**config.mk**
```make
export PLATFORM = sky130hd
export DESIGN_NAME = branch_cmp_seq_flat
export DESIGN_NICKNAME = d
export VERILOG_FILES = /design/src/rtl/branch_pkg.sv /design/src/rtl/branch_cmp_seq_if.sv /design/src/rtl/branch_chunk_cmp.sv /design/src/rtl/branch_cmp_seq.sv /design/src/flat_wrapper.sv
export SDC_FILE = /design/constraint.sdc
export NUM_CORES = 1
export LEC_CHECK = 0
export CAP_MARGIN = 20
export CORE_UTILIZATION = 45
export CTS_CLUSTER_SIZE = 12
export DETAILED_ROUTE_END_ITERATION = 10
export PLACE_DENSITY_LB_ADDON = 0.25
export REMOVE_ABC_BUFFERS = 1
export SLEW_MARGIN = 5
export SYNTH_ARGS = -nofsm -noshare
export SYNTH_HDL_FRONTEND = slang
export SYNTH_HIERARCHICAL = 1
export SYNTH_SLANG_ARGS = --single-unit
```
**constraint.sdc**
```tcl
create_clock -name clk -period 2.8 [get_ports clk]
set_input_delay 0.56 -clock clk [delete_from_list [all_inputs] [get_ports clk]]
set_output_delay 0.56 -clock clk [all_outputs]
set_load 0.01 [all_outputs]
```
**src/rtl/branch_pkg.sv**
```systemverilog
// +-----------------------------------------------------------------------+
// | branch_pkg: shared encodings and helpers for branch_cmp_seq           |
// | Rev 1.0                                                               |
// +-----------------------------------------------------------------------+
`default_nettype none

package branch_pkg;

  localparam logic [2:0] F3_BEQ  = 3'b000;
  localparam logic [2:0] F3_BNE  = 3'b001;
  localparam logic [2:0] F3_BLT  = 3'b100;
  localparam logic [2:0] F3_BGE  = 3'b101;
  localparam logic [2:0] F3_BLTU = 3'b110;
  localparam logic [2:0] F3_BGEU = 3'b111;

  localparam logic [1:0] S_IDLE = 2'd0;
  localparam logic [1:0] S_CMP  = 2'd1;
  localparam logic [1:0] S_DONE = 2'd2;

  function automatic int nchunk(input int xlen, input int chunk);
    return xlen / chunk;
  endfunction

  function automatic logic f3_illegal(input logic [2:0] f3);
    return (f3 == 3'b010) || (f3 == 3'b011);
  endfunction

  function automatic logic f3_taken(input logic [2:0] f3, input logic eq, input logic lt);
    logic t;
    case (f3)
      F3_BEQ:           t = eq;
      F3_BNE:           t = !eq;
      F3_BLT, F3_BLTU:  t = lt;
      F3_BGE, F3_BGEU:  t = !lt;
      default:          t = 1'b0;
    endcase
    return t;
  endfunction

endpackage

`default_nettype wire

```
**src/rtl/branch_cmp_seq_if.sv**
```systemverilog
// +-----------------------------------------------------------------------+
// | branch_cmp_seq_if: request/result handshake bundle                    |
// | Rev 1.0                                                               |
// +-----------------------------------------------------------------------+
`default_nettype none

interface branch_cmp_seq_if #(
  parameter int XLEN = 32
);
  logic            in_valid;
  logic            in_ready;
  logic [XLEN-1:0] rs1;
  logic [XLEN-1:0] rs2;
  logic [2:0]      funct3;
  logic            out_valid;
  logic            out_ready;
  logic            taken;
  logic            br_eq;
  logic            br_lt;
  logic            illegal;

  modport master (
    output in_valid, rs1, rs2, funct3, out_ready,
    input  in_ready, out_valid, taken, br_eq, br_lt, illegal
  );

  modport slave (
    input  in_valid, rs1, rs2, funct3, out_ready,
    output in_ready, out_valid, taken, br_eq, br_lt, illegal
  );
endinterface

`default_nettype wire

```
**src/rtl/branch_chunk_cmp.sv**
```systemverilog
// +-----------------------------------------------------------------------+
// | branch_chunk_cmp: combinational WIDTH-bit unsigned magnitude compare  |
// | Rev 1.0                                                               |
// +-----------------------------------------------------------------------+
`default_nettype none

module branch_chunk_cmp #(
  parameter int WIDTH = 8
) (
  input  logic [WIDTH-1:0] a,
  input  logic [WIDTH-1:0] b,
  output logic             gt,
  output logic             lt
);
  assign gt = (a > b);
  assign lt = (a < b);
endmodule

`default_nettype wire

```
**src/rtl/branch_cmp_seq.sv**
```systemverilog
// +-----------------------------------------------------------------------+
// | branch_cmp_seq: multi-cycle RV branch resolver, CHUNK bits per cycle  |
// | Optional macro BRANCH_CMP_EARLY_OUT_EN: leave CMP on first decision.  |
// | Rev 1.0                                                               |
// +-----------------------------------------------------------------------+
`default_nettype none

module branch_cmp_seq
  import branch_pkg::*;
#(
  parameter int XLEN  = 32,
  parameter int CHUNK = 8
) (
  input  logic clk,
  input  logic rst,
  branch_cmp_seq_if.slave bus
);

  localparam int NCHUNK = nchunk(XLEN, CHUNK);
  localparam int KW     = (NCHUNK > 1) ? $clog2(NCHUNK) : 1;
  localparam logic [KW-1:0] K_TOP = KW'(NCHUNK - 1);

  logic [1:0]      state_q, state_d;
  logic [XLEN-1:0] a_q, a_d, b_q, b_d;
  logic [2:0]      f3_q, f3_d;
  logic [KW-1:0]   k_q, k_d;
  logic            taken_q, taken_d;
  logic            br_eq_q, br_eq_d;
  logic            br_lt_q, br_lt_d;
  logic            illegal_q, illegal_d;
`ifndef BRANCH_CMP_EARLY_OUT_EN
  logic            dec_q, dec_d;
  logic            lt_acc_q, lt_acc_d;
`endif

  logic [CHUNK-1:0] a_chunk, b_chunk;
  logic             chunk_gt, chunk_lt;
  logic             req_fire;
  logic             fin_lt, fin_eq;

  assign a_chunk = a_q[int'(k_q) * CHUNK +: CHUNK];
  assign b_chunk = b_q[int'(k_q) * CHUNK +: CHUNK];

  branch_chunk_cmp #(.WIDTH(CHUNK)) u_chunk_cmp (
    .a  (a_chunk),
    .b  (b_chunk),
    .gt (chunk_gt),
    .lt (chunk_lt)
  );

  assign req_fire = bus.in_valid && (state_q == S_IDLE);

  always_ff @(posedge clk) begin
    if (rst) begin
      state_q   <= S_IDLE;
      a_q       <= '0;
      b_q       <= '0;
      f3_q      <= '0;
      k_q       <= '0;
      taken_q   <= 1'b0;
      br_eq_q   <= 1'b0;
      br_lt_q   <= 1'b0;
      illegal_q <= 1'b0;
`ifndef BRANCH_CMP_EARLY_OUT_EN
      dec_q     <= 1'b0;
      lt_acc_q  <= 1'b0;
`endif
    end else begin
      state_q   <= state_d;
      a_q       <= a_d;
      b_q       <= b_d;
      f3_q      <= f3_d;
      k_q       <= k_d;
      taken_q   <= taken_d;
      br_eq_q   <= br_eq_d;
      br_lt_q   <= br_lt_d;
      illegal_q <= illegal_d;
`ifndef BRANCH_CMP_EARLY_OUT_EN
      dec_q     <= dec_d;
      lt_acc_q  <= lt_acc_d;
`endif
    end
  end

  // A decided verdict (lt or gt) from an earlier chunk overrides the current one.
  always_comb begin
`ifdef BRANCH_CMP_EARLY_OUT_EN
    fin_lt = chunk_lt;
    fin_eq = !chunk_gt && !chunk_lt;
`else
    fin_lt = dec_q ? lt_acc_q : chunk_lt;
    fin_eq = !dec_q && !chunk_gt && !chunk_lt;
`endif
  end

  always_comb begin
    state_d   = state_q;
    a_d       = a_q;
    b_d       = b_q;
    f3_d      = f3_q;
    k_d       = k_q;
    taken_d   = taken_q;
    br_eq_d   = br_eq_q;
    br_lt_d   = br_lt_q;
    illegal_d = illegal_q;
`ifndef BRANCH_CMP_EARLY_OUT_EN
    dec_d     = dec_q;
    lt_acc_d  = lt_acc_q;
`endif
    case (state_q)
      S_IDLE: begin
        if (req_fire) begin
          // Flipping both sign bits maps signed order onto unsigned order.
          a_d  = bus.rs1;
          b_d  = bus.rs2;
          if (!bus.funct3[1]) begin
            a_d[XLEN-1] = ~bus.rs1[XLEN-1];
            b_d[XLEN-1] = ~bus.rs2[XLEN-1];
          end
          f3_d = bus.funct3;
          k_d  = K_TOP;
`ifndef BRANCH_CMP_EARLY_OUT_EN
          dec_d    = 1'b0;
          lt_acc_d = 1'b0;
`endif
          if (f3_illegal(bus.funct3)) begin
            state_d   = S_DONE;
            illegal_d = 1'b1;
            taken_d   = 1'b0;
            br_eq_d   = 1'b0;
            br_lt_d   = 1'b0;
          end else begin
            state_d   = S_CMP;
          end
        end
      end
      S_CMP: begin
`ifdef BRANCH_CMP_EARLY_OUT_EN
        if (chunk_gt || chunk_lt || (k_q == '0)) begin
`else
        if (!dec_q && (chunk_gt || chunk_lt)) begin
          dec_d    = 1'b1;
          lt_acc_d = chunk_lt;
        end
        if (k_q == '0) begin
`endif
          state_d   = S_DONE;
          illegal_d = 1'b0;
          br_lt_d   = fin_lt;
          br_eq_d   = fin_eq;
          taken_d   = f3_taken(f3_q, fin_eq, fin_lt);
        end else begin
          k_d = k_q - 1'b1;
        end
      end
      S_DONE: begin
        if (bus.out_ready) begin
          state_d = S_IDLE;
        end
      end
      default: begin
        state_d = S_IDLE;
      end
    endcase
  end

  always_comb begin
    bus.in_ready  = (state_q == S_IDLE) && !rst;
    bus.out_valid = (state_q == S_DONE);
    bus.taken     = taken_q;
    bus.br_eq     = br_eq_q;
    bus.br_lt     = br_lt_q;
    bus.illegal   = illegal_q;
  end

endmodule

`default_nettype wire

```
**src/flat_wrapper.sv**
```systemverilog
// flat-port wrapper written by rule: the top's interface ports become plain ports
module branch_cmp_seq_flat import branch_pkg::*;
#(
  parameter int XLEN  = 32,
  parameter int CHUNK = 8
)
  (clk, rst, bus_in_valid, bus_rs1, bus_rs2, bus_funct3, bus_out_ready, bus_in_ready, bus_out_valid, bus_taken, bus_br_eq, bus_br_lt, bus_illegal);
  branch_cmp_seq_if #(.XLEN(XLEN)) bus_i ();
  input  logic clk;
  input  logic rst;
  input wire logic [$bits(bus_i.in_valid)-1:0] bus_in_valid;
  input wire logic [$bits(bus_i.rs1)-1:0] bus_rs1;
  input wire logic [$bits(bus_i.rs2)-1:0] bus_rs2;
  input wire logic [$bits(bus_i.funct3)-1:0] bus_funct3;
  input wire logic [$bits(bus_i.out_ready)-1:0] bus_out_ready;
  output wire logic [$bits(bus_i.in_ready)-1:0] bus_in_ready;
  output wire logic [$bits(bus_i.out_valid)-1:0] bus_out_valid;
  output wire logic [$bits(bus_i.taken)-1:0] bus_taken;
  output wire logic [$bits(bus_i.br_eq)-1:0] bus_br_eq;
  output wire logic [$bits(bus_i.br_lt)-1:0] bus_br_lt;
  output wire logic [$bits(bus_i.illegal)-1:0] bus_illegal;
  assign bus_i.in_valid = bus_in_valid;
  assign bus_i.rs1 = bus_rs1;
  assign bus_i.rs2 = bus_rs2;
  assign bus_i.funct3 = bus_funct3;
  assign bus_i.out_ready = bus_out_ready;
  assign bus_in_ready = bus_i.in_ready;
  assign bus_out_valid = bus_i.out_valid;
  assign bus_taken = bus_i.taken;
  assign bus_br_eq = bus_i.br_eq;
  assign bus_br_lt = bus_i.br_lt;
  assign bus_illegal = bus_i.illegal;
  branch_cmp_seq #(.XLEN(XLEN), .CHUNK(CHUNK)) u_core (.clk(clk), .rst(rst), .bus(bus_i));
endmodule
```
==> flow_metrics.py <==
metrics = {
    "global_routing": {
        "grt_pass1_wl_mm": 12.8,
        "grt_use_total_pct": 21.4,
        "gr-total-overflow": 0,
        "grt_start_max_net_pins": 78,
        "grt_pass1_vias": 2901,
        "antenna_found_initial": 0,
    },
    "drt": {
        "drc": 0,
        "viasPerCell": 5.11,
        "drt-total-wl_mm": 8.06,
        "initialDrtViolationCount": 170,
        "drt_pass1_iterations": 4,
        "ant_nets": 0,
        "wl_per_cell_um": 13.7,
        "num_vias": 3017,
    },
    "synthesis": {
        "seq_area_frac_synth_pct": 44.8,
        "synth_area_um2": 3440,
        "synth_ff_type": "dfxtp_1",
        "ys_ff_latch": 77,
        "yosysUniqueCellTypes": 37,
        "synth_edf_count": 0,
        "async_flop_share_pct": 0,
        "synthCells": 410,
        "ys_warn_count": 6,
        "synth.avg_cell_area_um2": 8.38,
    },
    "finish": {
        "layout.cells.non_filler": 590,
        "diodes": 0,
        "final_area_um2": 4730,
        "mostFrequentLayoutCell": "nand2_1",
        "areaGrowthSynthToFinish_pct": 37.6,
        "drive_gt1_share_pct": 15.9,
        "final_cell_mix": "nand2_1 (137), dfxtp_1 (76), clkdlybuf4s50_1 (75)",
        "final_nets": 566,
    },
    "cts": {
        "h-tree-depth": 3,
        "clk_latency_ns": 0.34,
        "root_buffer": "clkbuf_8",
        "tritoncts": "built",
        "numCtsBuffers": 9,
        "cts_max_path_buffers": 2,
        "hold_buffers": 0,
        "cts.clk_slew.worst_paths_ns": 0.08,
        "clock-sinks": 77,
    },
    "sta": {
        "max_slew_margin_pct": 46.5,
        "finalWorstSetupSlack_ns": -0.0583,
        "hold_viol": 0,
        "worst_pin_slew_ns": 0.803,
        "min_period_over_period_pct": 102,
        "clock_skew_ns": 0.00740,
        "setup_violations": 2,
        "rsz0062_at_grt": "true",
        "maxSlewViolCount": 0,
        "fin_crit_ns": 2.86,
        "max_freq_mhz": 350,
    },
    "power_and_ir_drop": {
        "p_per_area_nw_per_um2": 634,
        "ir_drop_mv": 0.307,
        "power.leakage_uw": 0.00176,
    },
    "placed_design": {
        "placed_cells": 572,
        "dp_hpwl_mm": 5.47,
        "placed_area_um2": 4360,
        "gp_congestion": 0.813,
        "io_buffers": 76,
    },
    "worst_setup_path": {
        "slowest_delay_ns": 0.50,
        "cp-end-kind": "flip-flop",
        "crit_required_ns": 3.00,
        "critical_path_class": "flip-flop to flip-flop",
        "cpMaxStageDelayCell": "mux4_2",
        "crit_chain": "buf_12 > mux4_2 > ha_1 > nand4_1 > a21oi_2 > nor2_2 > and3b_1 > or4_4 > a32oi_2 > nor2_1",
        "startpoint_type": "flip-flop",
        "cp_max_fo": 6,
        "cp.arrival_ns": 3.06,
    },
    "floorplanning": {
        "rows": 31,
        "ios": 77,
        "die-area_um2": 7990,
        "core_area_um2": 7330,
        "die_height_um": 89.4,
        "dieWidth_um": 89.4,
        "start_util_pct": 46.9,
    },
    "min_path": {
        "hp-class": "flip-flop to flip-flop",
    },
    "run_status": {
        "status": "finished, violations left",
        "violations": "setup timing",
    },
    "run": {
        "maxCapViolations": 0,
    },
}
==> stage by stage <==
step | utilization (%) | hold slack [ns] | setup WS [ns] | total power [uW] | setup TNS [ns]
finish | 64.5 | 0.453 | -0.0583 | 3000 | -0.0951
floorplan | - | 0.423 | -0.493 | 1620 | -1.37
CTS | 63.5 | 0.457 | -0.0209 | 2960 | -0.0345
global route | 64.5 | 0.476 | -0.185 | 3140 | -0.311
detailed placement | 59.5 | 0.446 | -0.189 | 1950 | -0.357
global placement | 59.5 | 0.439 | -0.0837 | 1930 | -0.157
==> power by group <==
| part | internal (uW) | switching, uW | total [uW] | leakage [uW] |
|---|---|---|---|---|
| combinational | 435 | 368 | 803 | 0.00101 |
| clock | 552 | 403 | 955 | 0.000116 |
| sequential | 1180 | 58.3 | 1240 | 0.000633 |
==> critical path: cells and delay by family (launching register included) <==
| kind | cells | cell delay (ns) |
|---|---|---|
| AND/OR/NAND/NOR | 5 | 0.96 |
| multiplexers | 1 | 0.50 |
| buffers and inverters | 1 | 0.12 |
| AO/OA/AOI/OAI | 2 | 0.41 |
| flip-flops | 1 | 0.38 |
| adder cells (fa/ha/maj) | 1 | 0.34 |
==> cells by family after synthesis <==
logic type	count (synthesis)	share of synthesized area, %
mux	17	10.8
fa+ha+maj	9	3.28
buf+inv	44	5.39
simple gates	172	21.2
xor+xnor	2	0.510
compound gates	89	14.0
flops	77	44.8
==> flip-flops by register name, summed over array words and instances (netlist names) <==
signal	cells
u_core/dec_q	1
u_core/state_q	2
u_core/a_q	32
u_core/bus.illegal	1
u_core/k_q	2
u_core/f3_q	3
u_core/b_q	32
u_core/lt_acc_q	1
u_core/bus.taken	1
u_core/bus.br_eq	1
u_core/bus.br_lt	1
==> final timing paths <==
path                 endpoint  slack (ns)           start  cells after the start
max          u_core/bus.taken       -0.06   u_core/k_q[0]                     10
max reg2reg  u_core/bus.taken       -0.06   u_core/k_q[0]                     10
min            u_core/a_q[29]        0.45  u_core/a_q[29]                      2
min reg2reg    u_core/a_q[29]        0.45  u_core/a_q[29]                      2
==> cell type report <==
type / instances / area (um^2)
sequential: 77 / 1550
fill: 604 / 2600
timing repair buffer: 94 / 948
inverter: 15 / 56.3
clock inverter: 5 / 81.3
tap: 99 / 124
multi-input combinational: 289 / 1820
clock buffer: 11 / 151
==> per-layer routing <==
layer  share of wire, %  global-route usage (%)  up-vias
li1                   -                       -     1531
met1                 45                    26.2     1403
met2                 50                    37.1       75
met3                3.8                    4.52        8
met4                1.2                    7.79        0
met5                  0                       0        -
==> cells in the mapped netlist, drive strengths merged, types with 2 or more instances <==
master	count	share of area (%)
a21oi	76	11
nor2b	3	0.55
nand4	3	0.55
buf	15	2.2
o21ai	3	0.44
ha	9	3.3
clkbuf	14	1.5
xnor2	2	0.51
dfxtp	77	45
nand2	138	15
inv	15	1.6
nand2b	3	0.55
a211oi	3	0.66
a31oi	2	0.36
or4	2	0.44
nor2	9	0.98
mux4	16	10
nor3	5	0.73
==> what timing repair did <==
item / 4_1_cts / 5_1_grt
resized for setup: 13 / 14
setup buffers: 2 / 0
endpoints found under the setup margin: 3 / 3
pin swaps: 10 / 3
endpoints found under the hold margin: 0 / 0
No activity file was read; power rests on OpenSTA's default activity.
